## config.mk

```make
export PLATFORM = sky130hd
export DESIGN_NAME = reg_file_mp
export DESIGN_NICKNAME = d
export VERILOG_FILES = /design/src/rtl/reg_file_mp.sv
export SDC_FILE = /design/constraint.sdc
export NUM_CORES = 1
export LEC_CHECK = 0
export ABC_AREA = 1
export ABC_CLOCK_PERIOD_IN_PS = 1900
export CAP_MARGIN = 20
export CORE_UTILIZATION = 56
export CTS_BUF_LIST = sky130_fd_sc_hd__clkbuf_4 sky130_fd_sc_hd__clkbuf_8
export CTS_CLUSTER_SIZE = 30
export DETAILED_ROUTE_END_ITERATION = 8
export PLACE_DENSITY_LB_ADDON = 0.15
export SYNTH_ARGS = -nofsm -noshare
export SYNTH_HDL_FRONTEND = slang
export SYNTH_SLANG_ARGS = --single-unit
```

## constraint.sdc

```tcl
create_clock -name clk -period 1.9 [get_ports clk]
set_input_delay 0.38 -clock clk [delete_from_list [all_inputs] [get_ports clk]]
set_output_delay 0.38 -clock clk [all_outputs]
set_load 0.05 [all_outputs]
```

## src/rtl/reg_file_mp.sv

```systemverilog
// reg_file_mp: parametrised register file with two write ports, two combinational
// read ports, optional same-cycle write-to-read bypass, optional hardwired-zero R0
// and a per-register pending-load scoreboard.
//
// Ports:
//   clk            clock; all state updates on the rising edge
//   rst_n          synchronous active-low reset; clears data and busy bits
//   wrA_*          write port A (ALU writeback)
//   wrB_*          write port B (load writeback); wins over A on the same address
//   busy_set_*     mark a register as awaiting a load
//   rd_addrA/B     combinational read addresses
//   datA/B_out     read data
//   busyA/B        pending-load flag of the register being read
module reg_file_mp #(
  parameter int unsigned DW      = 8,
  parameter int unsigned PW      = 4,
  parameter bit          ZERO_R0 = 1'b0,
  parameter bit          BYPASS  = 1'b1
) (
  input  logic          clk,
  input  logic          rst_n,
  input  logic          wrA_en,
  input  logic [PW-1:0] wrA_addr,
  input  logic [DW-1:0] wrA_dat,
  input  logic          wrB_en,
  input  logic [PW-1:0] wrB_addr,
  input  logic [DW-1:0] wrB_dat,
  input  logic          busy_set_en,
  input  logic [PW-1:0] busy_set_addr,
  input  logic [PW-1:0] rd_addrA,
  input  logic [PW-1:0] rd_addrB,
  output logic [DW-1:0] datA_out,
  output logic [DW-1:0] datB_out,
  output logic          busyA,
  output logic          busyB
);

  localparam int unsigned Depth = 1 << PW;

  logic [DW-1:0]    r_mem [Depth];
  logic [Depth-1:0] r_busy;
  logic [Depth-1:0] w_busy_d;

  logic             w_wrA_ok;
  logic             w_wrB_ok;
  logic             w_set_ok;

  logic [PW-1:0]    w_rd_addr [2];
  logic [DW-1:0]    w_rd_dat  [2];
  logic [1:0]       w_rd_busy;

  // With a hardwired R0, anything aimed at address 0 is simply dropped.
  assign w_wrA_ok = wrA_en      && !(ZERO_R0 && (wrA_addr == '0));
  assign w_wrB_ok = wrB_en      && !(ZERO_R0 && (wrB_addr == '0));
  assign w_set_ok = busy_set_en && !(ZERO_R0 && (busy_set_addr == '0));

  // Busy next state: writes clear, a set is applied last so it wins, since it
  // describes a newer outstanding load than the one just returning.
  always_comb begin
    w_busy_d = r_busy;
    if (w_wrA_ok) w_busy_d[wrA_addr] = 1'b0;
    if (w_wrB_ok) w_busy_d[wrB_addr] = 1'b0;
    if (w_set_ok) w_busy_d[busy_set_addr] = 1'b1;
  end

  always_ff @(posedge clk) begin
    if (!rst_n) begin
      for (int i = 0; i < Depth; i++) begin
        r_mem[i] <= '0;
      end
      r_busy <= '0;
    end else begin
      if (w_wrA_ok) r_mem[wrA_addr] <= wrA_dat;
      // Port B is written after A so it takes the register on an address clash.
      if (w_wrB_ok) r_mem[wrB_addr] <= wrB_dat;
      r_busy <= w_busy_d;
    end
  end

  assign w_rd_addr[0] = rd_addrA;
  assign w_rd_addr[1] = rd_addrB;

  // Read path: stored value, then bypass A, then bypass B (B has priority),
  // then the R0 override. A bypassed register is never reported busy because
  // its fresh data is already on the read port.
  always_comb begin
    for (int p = 0; p < 2; p++) begin
      w_rd_dat[p]  = r_mem[w_rd_addr[p]];
      w_rd_busy[p] = r_busy[w_rd_addr[p]];
      if (BYPASS && w_wrA_ok && (wrA_addr == w_rd_addr[p])) begin
        w_rd_dat[p]  = wrA_dat;
        w_rd_busy[p] = 1'b0;
      end
      if (BYPASS && w_wrB_ok && (wrB_addr == w_rd_addr[p])) begin
        w_rd_dat[p]  = wrB_dat;
        w_rd_busy[p] = 1'b0;
      end
      if (ZERO_R0 && (w_rd_addr[p] == '0)) begin
        w_rd_dat[p]  = '0;
        w_rd_busy[p] = 1'b0;
      end
    end
  end

  assign datA_out = w_rd_dat[0];
  assign datB_out = w_rd_dat[1];
  assign busyA    = w_rd_busy[0];
  assign busyB    = w_rd_busy[1];

endmodule

```

==> results of run 1 <==
-- synthesized netlist by cell type (11+ instances only) --
cell                       number  area, µm²
sky130_fd_sc_hd__inv_1        185        694
sky130_fd_sc_hd__edfxtp_1     128       3840
sky130_fd_sc_hd__nand2_1      362       1360
sky130_fd_sc_hd__a21oi_1       16       80.1
sky130_fd_sc_hd__o21ai_0       23        115
sky130_fd_sc_hd__clkbuf_1      30        113
sky130_fd_sc_hd__buf_2         36        180
sky130_fd_sc_hd__inv_2         15       56.3
sky130_fd_sc_hd__nand3_1      284       1420
sky130_fd_sc_hd__o22ai_1      138        863
sky130_fd_sc_hd__dfxtp_1       16        320
sky130_fd_sc_hd__nor2_1        85        319
sky130_fd_sc_hd__buf_1         11       41.3
-- cell type report --
type,count,area [µm²],area share [%]
clock buffer,18,241,1.73
timing repair inverter,1,7.51,0.0538
sequential,144,4170,29.9
tap,220,275,1.97
clock inverter,14,180,1.29
timing repair buffer,241,2840,20.4
multi-input combinational,939,5450,39.1
inverter,201,782,5.61
-- worst max-delay path, delay by kind of cell --
kind / cells / cell delay [ns]
compound gates: 1 / 0.08
buf+inv: 4 / 0.61
simple gates: 6 / 0.70
-- per-stage QoR --
step | hold slack, ns | util (%) | cell area, µm² | TNS (ns) | total power, mW
floorplan | 0.451 | - | 9720 | 0 | 4.96
global placement | 0.469 | 72.3 | 12100 | -78.21 | 6.02
detailed placement | 0.478 | 72.3 | 12100 | -82.99 | 6.05
CTS | 0.490 | 80.0 | 13400 | -2.77 | 8.84
global route | 0.511 | 83.5 | 14000 | -4.19 | 9.38
finish | 0.491 | 83.5 | 14000 | -3.40 | 9.15
-- timing repair --
| action | in CTS | in global routing |
|---|---|---|
| hold buffers | 0 | 0 |
| endpoints found under the hold margin | 0 | 0 |
| pin swaps | 51 | 92 |
| setup buffers | 12 | 3 |
| endpoints found under the setup margin | 18 | 18 |
| cloned | 7 | 0 |
| resized for setup | 226 | 192 |
-- cells by family (layout without fill, tap and decap cells) --
kind of cell,count (synthesis),after routing,synth area share (%)
compound gates,193,193,12.1
xor+xnor,3,3,0.272
buf+inv,283,475,11.7
flops,144,144,43.1
simple gates,743,743,32.9
-- worst min-delay path by stage --
stage / startpoint / endpoint / slack, ns / cells after the start
5_1_grt: r_busy[5] / r_busy[5] / 0.51 / 2
3_3_place_gp: r_busy[6] / r_busy[6] / 0.47 / 2
6_report: r_busy[2] / r_busy[2] / 0.49 / 2
4_1_cts: r_busy[5] / r_busy[5] / 0.49 / 2
3_5_place_dp: r_busy[5] / r_busy[5] / 0.48 / 2
2_1_floorplan: r_busy[0] / r_busy[0] / 0.45 / 2
-- power by group through the flow --
stage	combinational [mW]	sequential (mW)	clock, mW
global placement	2.25	3.77	0
finish	2.80	3.73	2.63
detailed placement	2.28	3.78	0
floorplan	1.21	3.75	0
CTS	2.53	3.71	2.60
global route	2.91	3.74	2.73
-- metal layers --
metal / share of wire [%] / vias to the layer above / global-route usage [%]
met3: 16 / 230 / 12.7
met4: 6.0 / 0 / 22.2
met2: 43 / 1121 / 70.0
met5: 0 / - / 0
li1: - / 4992 / -
met1: 35 / 5273 / 61.2
-- state kept, by name (all words and copies together), names as in the netlist --
register	count
r_mem	128
r_busy	16
-- cells in the final DEF, fill, tap and decap left out, drive strengths merged, types with 3 or more instances in the layout --
cell type,instances
nand2,362
nand3,286
buf,213
inv,204
o22ai,138
edfxtp,128
nor2,88
o21ai,30
clkdlybuf4s50,22
clkbuf,21
dfxtp,16
a21oi,16
o211ai,9
clkinv,7
xnor2,3
nor3,3
bufinv,3
==> results.yml, run 1 <==
sta:
  final_hold_viol_count: 0
  setup_viol: 18
  maxClockFrequency_mhz: 459
  slew_viol_final: 0
  final_worst_path_period_need_ns: 2.18
  worst_pin_slew_ns: 0.453
  final_min_period_over_clock_period_pct: 115
  worst_slew_margin_relative_to_its_limit_pct: 69.7
  rsz0062_at_grt: "yes"
  worst_clock_skew_ns: 0
  postLayoutSetupSlackWorst_ns: -0.279
die:
  rows: 47
  floorplan.initialDensity_pct: 57.9
  die_w_um: 133
  design.die.area_mm2: 0.0178
  boundaryPins: 59
  core_area_mm2: 0.0167
  die_h_um: 133
route:
  drtAntennaViolNets: 0
  finalWirelength_um: 41700
  detailedRoute.firstIterationViolations: 1752
  wl_per_cell_um: 23.5
  route.detailed.drc: 0
  via_count: 11600
  avgViaCountPerCell: 6.53
  drt_first_pass_iters: 8
synthesis:
  synth_seq_cells: 144
  netlist_area_mm2: 0.00966
  syn_avg_cell_area_um2: 7.07
  predominant_post_synthesis_flop_cell: "sky130_fd_sc_hd__edfxtp_1"
  synth-edff-count: 128
  synth.net_count: 1407
  synth-seq-area-share_pct: 43.1
  synthDistinctLibCells: 24
  synth_async_sr_flop_share_pct: 0
  synth-warning-count: 0
  cells_after_synth: 1366
placement:
  globalplace.congestion: 1.00
  port-buffer-count: 58
  preCtsSetupSlack_ns: -0.657
  hpwl_after_detailed_placement_um: 27900
  placed_cells_incl_taps: 1724
power_and_ir_drop:
  internal-power_mw: 6.06
  share_seq_of_total_power_pct: 40.7
  maximum_ir_drop_on_the_vdd_rail_v: 0.000568
  netSwitchingFraction_pct: 33.8
  power.clock.fraction_pct: 28.7
  share_comb_of_total_power_pct: 30.6
  p_per_area_mw_per_mm2: 656
  power.leakage_nw: 6.08
  power.net_switching_mw: 3.09
worst_setup_path:
  timing.critical_path.slowest_cell_delay_ns: 0.21
  critPathKind: "in -> out"
  r2r_setup_slack_ns: 1.11
  crit_arrival_ns: 1.80
  cpMaxStageDelayCell: "sky130_fd_sc_hd__buf_12"
  critical_path_fanout_max: 8
  cpMostUsedCell: "sky130_fd_sc_hd__nor2_2"
  worstPathCellList: "buf_6, inv_6, o21ai_2, nor2_2, nand3_4, buf_12, nor2_4, nor2_2, nand2_1, nand2_2, buf_8"
  rr_endpoint: "r_busy[9]"
  critPathCapture: "datA_out[2]"
  timing.critical_path.from_type: "input pin"
  ff2ff_path_depth: 3
  timing.critical_path.to_type: "output pin"
  cp_data_required_time_ns: 1.52
  crit_path_start: "rd_addrA[0]"
  crit-reg2reg-launch: "r_busy[9]"
clock_tree:
  clock_latency_of_the_later_clocked_register_in_the_worst_skew_pair_ns: 0.46
  cts.path.max_buffers: 2
  cts_tree: "built"
  cts.reportedPaths.clkPinSlew_ns: 0.09
  cts.sink_count: 144
  clk_root_buffer_cell: "sky130_fd_sc_hd__clkbuf_8"
  h-tree-depth: 4
  number_of_buffers_added_by_the_clock_tree_synthesis_step: 17
flow_run:
  maxCapViolCount: 0
layout:
  antenna_cells_inserted: 0
  layoutNonFillerInstCount: 1778
  final_net_count: 1586
  flow.area_growth_from_synthesis_pct: 44.4
  drive_above_1_share_pct: 35.3
  fillCellCount: 1033
hold_path:
  holdCritPathClass: "reg -> reg"
grt:
  pin_count_of_the_biggest_net_entering_global_routing: 37
  number_of_global_route_vias_before_repair: 10500
  grt_overflow: 0
  grt.total_usage_pct: 46.2
  initial_antenna_violation_count: 0
  grt_pass1_wl_um: 60700
run_status:
  status: "complete, but fails checks"
  violations: "negative setup slack"
Power figures use the tool's default switching activity.
==> run 2: changes to the inputs <==
- CAP_MARGIN: 20 -> default
==> results of run 2 <==
No change in the layout: final DEF, timing and power equal those of run 1.
==> run 3: changes to the inputs <==
- CTS_CLUSTER_SIZE: 30 -> 8
==> results of run 3 <==
No change in the layout: final DEF, timing and power equal those of run 1.
